## config.mk

```make
export PLATFORM = sky130hd
export DESIGN_NAME = vending_machine_ctrl
export DESIGN_NICKNAME = d
export VERILOG_FILES = /design/src/rtl/vending_machine_ctrl.sv
export SDC_FILE = /design/constraint.sdc
export NUM_CORES = 1
export LEC_CHECK = 0
export CELL_PAD_IN_SITES_DETAIL_PLACEMENT = 1
export CELL_PAD_IN_SITES_GLOBAL_PLACEMENT = 1
export CORE_MARGIN = 3
export CORE_UTILIZATION = 43
export CTS_CLUSTER_DIAMETER = 120
export DETAILED_ROUTE_END_ITERATION = 8
export PLACE_DENSITY_LB_ADDON = 0.05
export SYNTH_ARGS = -nofsm -noshare
export SYNTH_HDL_FRONTEND = slang
export SYNTH_SLANG_ARGS = --single-unit
```

## constraint.sdc

```tcl
create_clock -name clk -period 8.7 [get_ports clk]
set_input_delay 1.74 -clock clk [delete_from_list [all_inputs] [get_ports clk]]
set_output_delay 1.74 -clock clk [all_outputs]
set_load 0.01 [all_outputs]
```

## src/rtl/vending_machine_ctrl.sv

```systemverilog
// Vending machine controller: NUM_ITEMS products with per-item price and stock,
// a bounded credit accumulator, a registered vend handshake toward the dispenser
// and a coin-by-coin greedy change handshake toward the hopper.
module vending_machine_ctrl #(
  parameter int CREDIT_W   = 7,
  parameter int MAX_CREDIT = 20,
  parameter int NUM_ITEMS  = 4,
  parameter logic [NUM_ITEMS*CREDIT_W-1:0] PRICES = {7'd9, 7'd7, 7'd5, 7'd3},
  parameter int STOCK_W    = 4,
  parameter int INIT_STOCK = 5,
  localparam int IDX_W     = (NUM_ITEMS > 1) ? $clog2(NUM_ITEMS) : 1
) (
  input  logic                 clk,
  input  logic                 reset_n,
  input  logic [3:0]           moneyin,
  input  logic [NUM_ITEMS-1:0] buy,
  input  logic                 refund,
  input  logic                 restock,
  output logic                 vend_valid,
  output logic [IDX_W-1:0]     vend_item,
  input  logic                 vend_ready,
  output logic                 coin_valid,
  output logic [3:0]           coin_out,
  input  logic                 coin_ready,
  output logic [CREDIT_W-1:0]  credit,
  output logic [15:0]          credit_bcd,
  output logic [NUM_ITEMS-1:0] buy_available,
  output logic [NUM_ITEMS-1:0] sold_out,
  output logic                 moneyin_ok,
  output logic                 moneyin_reject,
  output logic                 buy_success,
  output logic                 buy_fail
);

  typedef enum logic [1:0] {S_IDLE, S_VEND, S_CHANGE} state_t;

  localparam logic [CREDIT_W:0]  MAX_C  = MAX_CREDIT[CREDIT_W:0];
  localparam logic [STOCK_W-1:0] INIT_S = INIT_STOCK[STOCK_W-1:0];

  state_t                              r_state, w_state_nx;
  logic [CREDIT_W-1:0]                 r_credit, w_credit_nx;
  logic [NUM_ITEMS-1:0][STOCK_W-1:0]   r_stock, w_stock_nx;
  logic                                r_vend_valid, w_vend_valid_nx;
  logic [IDX_W-1:0]                    r_vend_item, w_vend_item_nx;
  logic                                r_ok, w_ok_nx;
  logic                                r_reject, w_reject_nx;
  logic                                r_success, w_success_nx;
  logic                                r_fail, w_fail_nx;

  logic [IDX_W-1:0]                    w_buy_idx;
  logic [CREDIT_W-1:0]                 w_buy_price;
  logic                                w_buy_ok;
  logic [CREDIT_W:0]                   w_sum;
  logic [3:0]                          w_change_coin;
  logic [CREDIT_W-1:0]                 w_change_left;

  // Coin one-hot {1000,500,200,100} to credit units of 100 won
  function automatic logic [CREDIT_W-1:0] f_coin_value(input logic [3:0] coin);
    case (coin)
      4'b0001: return CREDIT_W'(1);
      4'b0010: return CREDIT_W'(2);
      4'b0100: return CREDIT_W'(5);
      4'b1000: return CREDIT_W'(10);
      default: return '0;
    endcase
  endfunction

  // Largest coin not exceeding the remaining credit
  function automatic logic [3:0] f_change_coin(input logic [CREDIT_W-1:0] c);
    if (c >= CREDIT_W'(10))     return 4'b1000;
    else if (c >= CREDIT_W'(5)) return 4'b0100;
    else if (c >= CREDIT_W'(2)) return 4'b0010;
    else                        return 4'b0001;
  endfunction

  function automatic logic [CREDIT_W-1:0] f_price(input logic [IDX_W-1:0] idx);
    return PRICES[idx*CREDIT_W +: CREDIT_W];
  endfunction

  // Display digits: thousands and hundreds of won; tens and ones are always 0
  function automatic logic [15:0] f_bcd(input logic [CREDIT_W-1:0] c);
    logic [CREDIT_W-1:0] q;
    logic [CREDIT_W-1:0] r;
    q = c / CREDIT_W'(10);
    r = c % CREDIT_W'(10);
    return {q[3:0], r[3:0], 8'h00};
  endfunction

  // Encode the pressed button (only meaningful when buy is one-hot)
  always_comb begin
    w_buy_idx = '0;
    for (int i = 0; i < NUM_ITEMS; i++) begin
      if (buy[i]) w_buy_idx = IDX_W'(i);
    end
  end

  assign w_buy_price   = f_price(w_buy_idx);
  assign w_buy_ok      = (r_credit >= w_buy_price) && (r_stock[w_buy_idx] != '0);
  assign w_sum         = {1'b0, r_credit} + {1'b0, f_coin_value(moneyin)};
  assign w_change_coin = f_change_coin(r_credit);
  assign w_change_left = r_credit - f_coin_value(w_change_coin);

  // Next-state, credit/stock update and status pulse decode
  always_comb begin
    w_state_nx      = r_state;
    w_credit_nx     = r_credit;
    w_stock_nx      = r_stock;
    w_vend_valid_nx = r_vend_valid;
    w_vend_item_nx  = r_vend_item;
    w_ok_nx         = 1'b0;
    w_reject_nx     = 1'b0;
    w_success_nx    = 1'b0;
    w_fail_nx       = 1'b0;
    case (r_state)
      S_IDLE: begin
        if (restock) begin
          for (int i = 0; i < NUM_ITEMS; i++) w_stock_nx[i] = INIT_S;
        end else if (refund) begin
          if (r_credit != '0) w_state_nx = S_CHANGE;
        end else if (buy != '0) begin
          if ($onehot(buy) && w_buy_ok) begin
            w_credit_nx            = r_credit - w_buy_price;
            w_stock_nx[w_buy_idx]  = r_stock[w_buy_idx] - STOCK_W'(1);
            w_success_nx           = 1'b1;
            w_vend_valid_nx        = 1'b1;
            w_vend_item_nx         = w_buy_idx;
            w_state_nx             = S_VEND;
          end else begin
            w_fail_nx = 1'b1;
          end
        end else if (moneyin != '0) begin
          if (!$onehot(moneyin) || (w_sum > MAX_C)) begin
            w_reject_nx = 1'b1;
          end else begin
            w_credit_nx = w_sum[CREDIT_W-1:0];
            w_ok_nx     = 1'b1;
          end
        end
      end
      S_VEND: begin
        w_fail_nx   = (buy != '0);
        w_reject_nx = (moneyin != '0);
        if (vend_ready) begin
          w_vend_valid_nx = 1'b0;
          w_state_nx      = S_IDLE;
        end
      end
      S_CHANGE: begin
        w_fail_nx   = (buy != '0);
        w_reject_nx = (moneyin != '0);
        if (coin_ready) begin
          w_credit_nx = w_change_left;
          if (w_change_left == '0) w_state_nx = S_IDLE;
        end
      end
      default: w_state_nx = S_IDLE;
    endcase
  end

  // State, credit, stock and pulse registers with synchronous active-low reset
  always_ff @(posedge clk) begin
    if (!reset_n) begin
      r_state      <= S_IDLE;
      r_credit     <= '0;
      for (int i = 0; i < NUM_ITEMS; i++) r_stock[i] <= INIT_S;
      r_vend_valid <= 1'b0;
      r_vend_item  <= '0;
      r_ok         <= 1'b0;
      r_reject     <= 1'b0;
      r_success    <= 1'b0;
      r_fail       <= 1'b0;
    end else begin
      r_state      <= w_state_nx;
      r_credit     <= w_credit_nx;
      r_stock      <= w_stock_nx;
      r_vend_valid <= w_vend_valid_nx;
      r_vend_item  <= w_vend_item_nx;
      r_ok         <= w_ok_nx;
      r_reject     <= w_reject_nx;
      r_success    <= w_success_nx;
      r_fail       <= w_fail_nx;
    end
  end

  // Status flags derived from the registers
  always_comb begin
    buy_available = '0;
    sold_out      = '0;
    for (int i = 0; i < NUM_ITEMS; i++) begin
      sold_out[i]      = (r_stock[i] == '0);
      buy_available[i] = (r_state == S_IDLE) && (r_credit >= f_price(IDX_W'(i))) &&
                         (r_stock[i] != '0);
    end
  end

  assign vend_valid     = r_vend_valid;
  assign vend_item      = r_vend_item;
  assign coin_valid     = (r_state == S_CHANGE);
  assign coin_out       = (r_state == S_CHANGE) ? w_change_coin : 4'b0000;
  assign credit         = r_credit;
  assign credit_bcd     = f_bcd(r_credit);
  assign moneyin_ok     = r_ok;
  assign moneyin_reject = r_reject;
  assign buy_success    = r_success;
  assign buy_fail       = r_fail;

endmodule

```

== Word-level counts from Yosys, hierarchy flattened ==
Cells that the tools add are included.

* Bits in registers: 32
* Bits in latches: 0
* Bits in writable memories: 0
* Bits in read-only memories: 0
* Bits of input ports: 14
* Output and inout port bits: 43
* Word-level logic and storage cells: 161
* Memories: 0

* $add $sub $neg: 10
* $mul: 1
* Div/mod/pow operators: 2
* $lt $le $gt $ge: 10
* Equal/unequal tests: 26
* Shifts and indexed selects: 1
* Mux-type cells: 54
* Bitwise logic cells: 6
* Reductions and logical operators: 39

{| class="wikitable"
|+ Operators with widths
! cell !! count
|-
| two-way mux 16 bit || 4
|-
| two-way mux 7 bit || 7
|-
| one-hot mux 4 bit (4 select lines) || 2
|-
| nonzero test 4 bit || 7
|-
| variable part select 28 x 6 -> 7 bit (first input constant) || 1
|-
| two-way mux 2 bit || 11
|-
| != test 3 bit (second input constant) || 6
|-
| two-way mux 1 bit || 17
|-
| bitwise mux 16 bit || 1
|-
| zero test 4 bit || 4
|-
| two-way mux 4 bit || 4
|-
| greater-or-equal comparator 7 x 2 -> 1 bit (second input constant) || 2
|-
| greater-or-equal comparator 7 x 3 -> 1 bit (second input constant) || 2
|-
| greater-or-equal comparator 7 x 4 -> 1 bit (second input constant) || 2
|-
| one-hot mux 7 bit (2 select lines) || 1
|-
| AND reduction 7 bit || 2
|-
| subtractor 7 bit || 2
|-
| logical AND 1 bit || 11
|-
| != test 2 bit (second input constant) || 5
|-
| adder 1 x 1 -> 2 bit || 4
|-
| adder 7 x 7 -> 8 bit || 1
|-
| binary-select mux 4 bit (select 2 bit) || 1
|-
| demux 4 bit (select 2 bit) || 1
|-
| == test 4 x 1 -> 1 bit (second input constant) || 2
|-
| other kinds (32) || 49
|}

== Logic depth before layout (Yosys ltp) ==
Gate-level depths: netlist of the first run.

* Depth after elaboration: 13
* Gate-level depth with buffers: 14
* Gate-level depth less buffers: 12

== Worst setup path before layout of the first run ==
Ideal clock, no wire load.

* Path type: in2reg
* From: in moneyin[0]
* To: reg r_credit[4], in the netlist credit[4]
* Data arrival time: 4,518 ps
* Path slack: 4,110 ps
* Stages on the path: 12
* Path buffers: 0
* Path through: inv_1 -> ha_1 -> nand2_1 -> a21oi_1 -> ha_1 -> fa_1 -> or4b_1 -> or3_1 -> a211oi_2 -> a21oi_2 -> nor4_1 -> mux2i_1

* Cells in the longest elaborated chain, start to end: 9

{| class="wikitable"
|+ Ends and longest elaborated chain
! what !! RTL line !! text
|-
| start, declared || 15 || <nowiki>input logic [3:0] moneyin,</nowiki>
|-
| branches (longest 9 deep; another with adder 7 x 7 -> 8 bit) || -- ||
|-
| end signal, assigned || 174 || <nowiki>r_credit <= w_credit_nx;</nowiki>
|-
| end, declared || 41 || <nowiki>logic [CREDIT_W-1:0] r_credit, w_credit_nx;</nowiki>
|}

Parallel ways; which one is timed is not known. The select of a mux whose other input is x is not followed.
A chain may end at the register's enable or synchronous reset.

== Final worst setup path of the first run ==
* From: in buy[2]
* To: reg r_stock[13] (netlist name)

* Cells in the longest elaborated chain, start to end: 11

{| class="wikitable"
|+ Ends and longest elaborated chain
! what !! RTL line !! text
|-
| start, declared || 16 || <nowiki>input logic [NUM_ITEMS-1:0] buy,</nowiki>
|-
| two-way mux 2 bit * (2 in a row) || 93 || <nowiki>if (buy[i]) w_buy_idx = IDX_W'(i);</nowiki>
|-
| via w_buy_idx[0] || 50 || <nowiki>logic [IDX_W-1:0] w_buy_idx;</nowiki>
|-
| branches (longest 9 deep; another with greater-or-equal comparator 7 bit) || -- ||
|-
| end signal, assigned || 175 || <nowiki>r_stock <= w_stock_nx;</nowiki>
|-
| end, declared || 42 || <nowiki>logic [NUM_ITEMS-1:0][STOCK_W-1:0] r_stock, w_stock_nx;</nowiki>
|}

Mark *: on every way through the listed nets, which the timed path passes. The select of a mux whose other input is x is not followed.

==> run_results.csv, run 1 <==
group,metric,value,unit
run_status,status,"complete, no violations",
power_and_ir_drop,power_density,198,nW/µm²
job,drv_cap,0,
sta,hold_viol,0,
sta,setup_viol,0,
clocking,root_buffer,"clkbuf_8",
synth,avgSynthCellArea,7.80,µm²
global_route,grt_remaining_overflow,0,
power_and_ir_drop,p_int,0.000421,W
clocking,clock_sinks,32,
global_route,grt_antenna_before_repair,0,
sta,clock.fmax,0.183,GHz
clocking,clkLatencyLatePin,290,ps
final_layout,diodes,0,
drt,routedWlPerCell,19.3,µm
synth,ys_seq_elements,32,
synth,ys.flop_type,"dfxtp_1",
sta,drv_slew,0,
drt,drt_iter0_drc,196,
placed_design,dp_hpwl,8500,µm
clocking,cts.path.max_buffers,2,
sta,finalSetupTns,0,ps
power_and_ir_drop,power.switching,0.000357,W
final_layout,final_cells,568,
drt,vias_per_cell,6.04,
sta,layout_worst_path_cycle_share,62.7,%
synth,ys_top_cells_by_area,"dfxtp_1 19%, ha_1 11%, mux2i_1 4.2%",
clocking,cts_tree,"done",
global_route,grt_pass1_wl,18400,µm
floorplan,num_io_pins,57,
global_route,grt_pass1_vias,3527,
floorplan,initial_core_util,45.3,%
final_layout,layout.nets,517,
floorplan,dieArea,8890,µm²
power_and_ir_drop,seqPwrFrac,22.5,%
placed_design,post-place-cells,560,
placed_design,gp_congestion,0.906,
critical_path,worstSetupPathType,"primary input to register",
floorplan,fp.dieH,94.3,µm
synth,synth-edff-count,0,
drt,dr_wl_met3,694,µm
drt,drc,0,
synth,ys_warn_count,0,
placed_design,port_buffers,48,
critical_path,startpoint_type,"primary input",
global_route,grt_max_degree,26,
power_and_ir_drop,p_leak,1.50,nW
global_route,track_usage,26.1,%
drt,antenna_left,0,
floorplan,rows,31,
sta,final.setup_skew,9.88,ps
power_and_ir_drop,vdd_drop_max,0.159,mV
hold_path,min_path_type,"register to register",
synth,yosys.cell_types.count,67,
final_layout,area_growth,17.2,%
drt,drt-pass1-iter-count,5,
synth,synth-seq-area-share,19.1,%
clocking,clk_pin_slew,70,ps
critical_path,worstPathArrival,5640,ps
clocking,h-tree-depth,2,
drt,wl_met2,4940,µm
critical_path,crit_fanout,14,
final_layout,n_fill_cell,931,
power_and_ir_drop,swShare,45.9,%
critical_path,endpoint_kind,"register",
power_and_ir_drop,combPwrFrac,61.3,%
final_layout,final_util,53.0,%
synth,synth.cell_area,3350,µm²
clocking,numCtsBuffers,5,
floorplan,die_w,94.3,µm
synth,async_flop_share,0,%
sta,worstMarginPinSlew,991,ps
sta,max-slew-margin-rel,33.7,%
clocking,cts_resized,0,
final_layout,drive_gt1_share,5.97,%
synth,yosysTopAreaCell,"dfxtp_1",
drt,top_layer,"met4",
synth,postSynthCellCount,430,
clocking,holdBufCountCts,0,
power_and_ir_drop,pwr-share-clk,16.1,%
synth,synth_top_cell_area_share,19.1,%
sta,rsz0062_at_grt,"no",
sta,layout_min_cycle_time,5460,ps
drt,wirelength,11000,µm
floorplan,core,7410,µm²
drt,vias,3428,
critical_path,required,8890,ps
clocking,postCtsSetupRepairBufs,0,
drt,wl_met1,5170,µm
[worst max-delay path: stages]
cell	delay [ps]
clkdlybuf4s50_1	650
inv_1	150
a21oi_1	350
inv_1	190
ha_1	320
inv_1	80
ha_1	190
or4_1	150
o211ai_1	110
a211o_1	340
nor2_1	720
nand3_1	300
a32o_1	330
[kinds of logic (layout without fill, tap and decap cells)]
group	Yosys count	in the layout	share of synthesized area (%)
AOI/OAI and AO/OA	123	123	24.9
muxes	17	17	5.19
and+or+nand+nor	157	157	25.6
buffers and inverters	56	88	8.54
other	1	8	0.112
DFF	32	32	19.1
adders and majority gates	35	35	14.2
xor gates and xnor gates	9	9	2.35
[worst paths after layout]
kind / from / end / slack (ps) / cells past startpoint
worst max-delay path: buy[2] / r_stock[13] / 3240 / 13
worst min-delay path: r_stock[1] / r_stock[1] / 520 / 2
worst max register to register: credit[1] / r_state[1] / 5220 / 11
worst min register to register: r_stock[1] / r_stock[1] / 520 / 2
[area by class of cell]
type / count / area (µm²) / area share, %
clock inverter: 1 / 7.51 / 0.191
sequential: 32 / 641 / 16.3
inverter: 27 / 101 / 2.58
timing repair buffer: 53 / 518 / 13.2
multi-input combinational: 349 / 2450 / 62.4
tap: 99 / 124 / 3.15
clock buffer: 7 / 86.3 / 2.20
[flip-flops by register name (all words and copies together) (netlist names)]
signal,cells
r_stock,16
credit,7
buy_fail,1
moneyin_reject,1
buy_success,1
vend_item,2
moneyin_ok,1
r_state,2
vend_valid,1
[Yosys cell counts, types with 3 or more instances]
cell / number
mux2_2: 3
nand3_1: 13
a21oi_1: 27
fa_1: 5
and2_1: 3
o21ai_0: 25
a32o_1: 5
a211oi_1: 12
nor2b_1: 13
nand2_1: 33
nor3_1: 12
buf_2: 5
a22oi_1: 4
buf_6: 4
o211ai_1: 5
clkbuf_1: 10
nor2_1: 27
a311oi_1: 4
o21a_1: 3
nand4_1: 4
a21o_1: 4
buf_4: 9
xnor2_1: 6
mux2i_1: 14
dfxtp_1: 32
ha_1: 30
a2111oi_0: 4
nor3b_1: 4
inv_1: 27
and3_1: 4
a31o_2: 4
nor4_1: 10
nand2b_1: 13
a31oi_1: 8
nand4b_1: 3
xor2_1: 3
[power by group through the flow]
stage | sequential [W] | clock (W) | combinational [W]
after floorplan | 0.000173 | 0 | 0.000313
after global placement | 0.000178 | 0 | 0.000461
after detailed placement | 0.000178 | 0 | 0.000470
after CTS | 0.000175 | 0.000127 | 0.000475
after global routing | 0.000178 | 0.000135 | 0.000529
final | 0.000175 | 0.000126 | 0.000477
[layout by cell type, fill, tap and decap left out, types with 3 or more instances in the layout]
master,n
mux2i_1,14
nor3b_1,4
nand3_1,13
nor3_1,12
a22oi_1,4
dfxtp_1,32
buf_4,5
o21a_1,3
ha_1,30
a21oi_1,27
a31o_2,4
a2111oi_0,4
fa_1,5
conb_1,8
a311oi_1,4
nand2_1,33
xor2_1,3
nor2b_1,13
nand2b_1,13
nor2_1,27
nand4b_1,3
and3_1,4
mux2_2,3
a211oi_1,12
clkdlybuf4s50_1,48
a32o_1,5
o211ai_1,5
clkbuf_8,6
a21o_1,4
inv_1,27
nor4_1,10
o21ai_0,25
xnor2_1,6
nand4_1,4
and2_1,3
a31oi_1,8
[through the flow]
step	setup WS [ps]	area (µm²)	power (W)	hold slack, ps
final	3240	3930	0.000778	525
after global routing	2850	3930	0.000843	551
after CTS	3310	3930	0.000776	514
after detailed placement	2990	3840	0.000648	504
after global placement	3160	3840	0.000639	490
after floorplan	4110	3380	0.000486	449
[layer usage]
layer / GRT usage [%] / up-vias
li1: - / 1637
met1: 37.3 / 1656
met5: 0 / -
met2: 41.5 / 118
met4: 4.81 / 0
met3: 4.17 / 17
Power figures use the tool's default switching activity.
==> inputs of run 2 (changes only) <==
CORE_UTILIZATION = 40   (was 43)
clock period = 5.19 ns   (was 8.7 ns; I/O delays follow)
==> run 2 against run 1 <==
Sequential share of layout area decreased by 0.38 points. Register-to-register slack worse by 3300 ps. Clock power is 66% higher. Die area up 7.0%. Final cell count up 2.6%. First-iteration DRC count is 21% lower. Non-clock buffer count up 12. Worst setup slack lost 2400 ps. Via count rose by 1.5%. Critical path type unchanged. Critical endpoint is now credit[5]. Largest power group unchanged. Highest routed layer unchanged.
==> run_results.csv, run 2 (synthesis results as in run 1) <==
group,metric,value,unit
run_status,status,"complete, no violations",
drt,drt-pass1-iter-count,5,
hold_path,whs_path_depth,2,
drt,vias_per_cell,5.97,
clocking,holdBufCountCts,0,
drt,vias,3480,
sta,drv_slew,0,
sta,rsz0062_at_grt,"no",
floorplan,initial_core_util,42.3,%
job,drv_cap,0,
critical_path,required,5410,ps
final_layout,diodes,0,
global_route,grt_remaining_overflow,0,
final_layout,layout_commonest_cell,"clkdlybuf4s50_1",
placed_design,dp_hpwl,8710,µm
sta,setup_viol,0,
critical_path,worstPathArrival,4580,ps
critical_path,crit_fanout,6,
global_route,grtUsageMet2,36.4,%
sta,max-slew-margin-rel,45.1,%
global_route,grt_pass1_vias,3502,
sta,hold_viol,0,
sta,worstMarginPinSlew,816,ps
clocking,cts.path.max_buffers,2,
final_layout,layout_common_cells,"48 x clkdlybuf4s50_1, 33 x nand2_1, 32 x dfxtp_1",
critical_path,max_stage_delay,520,ps
critical_path,slowest_stage,"or4b_1",
final_layout,largest_reg_flops,16,
sta,layout_worst_path_cycle_share,83.9,%
placed_design,gp_congestion,0.926,
sta,layout_min_cycle_time,4350,ps
critical_path,worstSetupPathType,"primary input to register",
sta,clock.fmax,0.230,GHz
critical_path,crit_chain,"clkdlybuf4s50_1 > inv_1 > ha_1 > nand2_1 > a21oi_1 > ha_1 > fa_1 > or4b_1 > or3_1 > a211oi_2 > a21oi_2 > nor4_1 > mux2i_1",
drt,routedWlPerCell,19.1,µm
clocking,cts_tree,"done",
drt,drc,0,
power_and_ir_drop,vdd_drop_max,0.176,mV
drt,wirelength,11100,µm
clocking,numCtsBuffers,5,
clocking,cts_resized,0,
final_layout,regMostFlops,"r_stock",
power_and_ir_drop,p_leak,1.57,nW
final_layout,n_fill_cell,1000,
drt,antenna_left,0,
global_route,grt_max_degree,24,
sta,final.setup_skew,14.9,ps
clocking,clock_sinks,32,
clocking,postCtsSetupRepairBufs,0,
drt,drt_iter0_drc,155,
hold_path,min_path_type,"register to register",
critical_path,endpoint_kind,"register",
critical_path,worstRegToRegCells,11,
final_layout,area_growth,20.0,%
floorplan,die_w,97.6,µm
global_route,grt_antenna_before_repair,0,
global_route,grt_use_met1,34.3,%
global_route,grt_pass1_wl,18300,µm
final_layout,drive_gt1_share,8.52,%
clocking,clkLatencyLatePin,290,ps
floorplan,num_io_pins,57,
clocking,h-tree-depth,2,
global_route,met3_usage,3.95,%
power_and_ir_drop,power_density,324,nW/µm²
clocking,root_buffer,"clkbuf_8",
global_route,track_usage,23.3,%
floorplan,rows,32,
critical_path,cpMostUsedCell,"ha_1",
power_and_ir_drop,total_power,0.00130,W
sta,finalSetupTns,0,ps
placed_design,port_buffers,48,
critical_path,startpoint_type,"primary input",
floorplan,fp.dieH,97.6,µm
floorplan,core,7930,µm²
global_route,top_usage_layer,"met2",
floorplan,dieArea,9520,µm²
final_layout,layout.nets,529,
clocking,clk_pin_slew,80,ps
run 2: cell types whose count changed in the layout (fill, tap and decap cells not counted):
cell,delta
buf_4,+12
clkinv_2,+2
clkbuf_1,-1
clkinvlp_4,-1
run 2: metrics by stage:
step	worst slack, ps	instance area (µm²)	std cells	hold slack [ps]	utilization, %
floorplan	1300	3380	437	449	-
global placement	662	3930	575	494	49.6
detailed placement	540	3930	575	489	49.6
CTS	828	4020	583	505	50.7
global route	595	4020	583	550	50.7
finish	836	4020	583	506	50.7
run 2: area by class of cell:
| type | count | area (µm²) | share of cell area (%) |
|---|---|---|---|
| clock buffer | 6 | 82.6 | 2.05 |
| clock inverter | 2 | 10.0 | 0.249 |
| inverter | 27 | 101 | 2.52 |
| multi-input combinational | 349 | 2450 | 61.0 |
| sequential | 32 | 641 | 15.9 |
| tap | 102 | 128 | 3.17 |
| timing repair buffer | 65 | 608 | 15.1 |
run 2: path summary, 6_finish.rpt:
| check | from | end | slack [ps] |
|---|---|---|---|
| hold reg to reg | r_stock[1] | r_stock[1] | 510 |
| hold / removal | r_stock[1] | r_stock[1] | 510 |
| setup reg to reg | credit[4] | r_state[1] | 1870 |
| setup / recovery | moneyin[0] | credit[5] | 840 |
run 2: where the power goes:
part | switching (W) | internal, W | total [W]
registers | 0.0000224 | 0.000262 | 0.000284
logic | 0.000467 | 0.000342 | 0.000809
clock network | 0.000103 | 0.000106 | 0.000209
run 2: worst max-delay path, delay by kind of cell:
| family | cells | cell delay, ps |
|---|---|---|
| AND/OR/NAND/NOR | 4 | 1330 |
| adder cells (fa/ha/maj) | 3 | 880 |
| buffers and inverters | 2 | 580 |
| AO/OA/AOI/OAI | 3 | 520 |
| multiplexers | 1 | 220 |
run 2: per-layer routing:
metal / wire length, µm / up-vias / part of all wire, %
li1: - / 1668 / -
met1: 5370 / 1686 / 48
met2: 5030 / 118 / 45
met3: 665 / 8 / 6.0
met4: 55 / 0 / 0.49
met5: 0 / - / 0
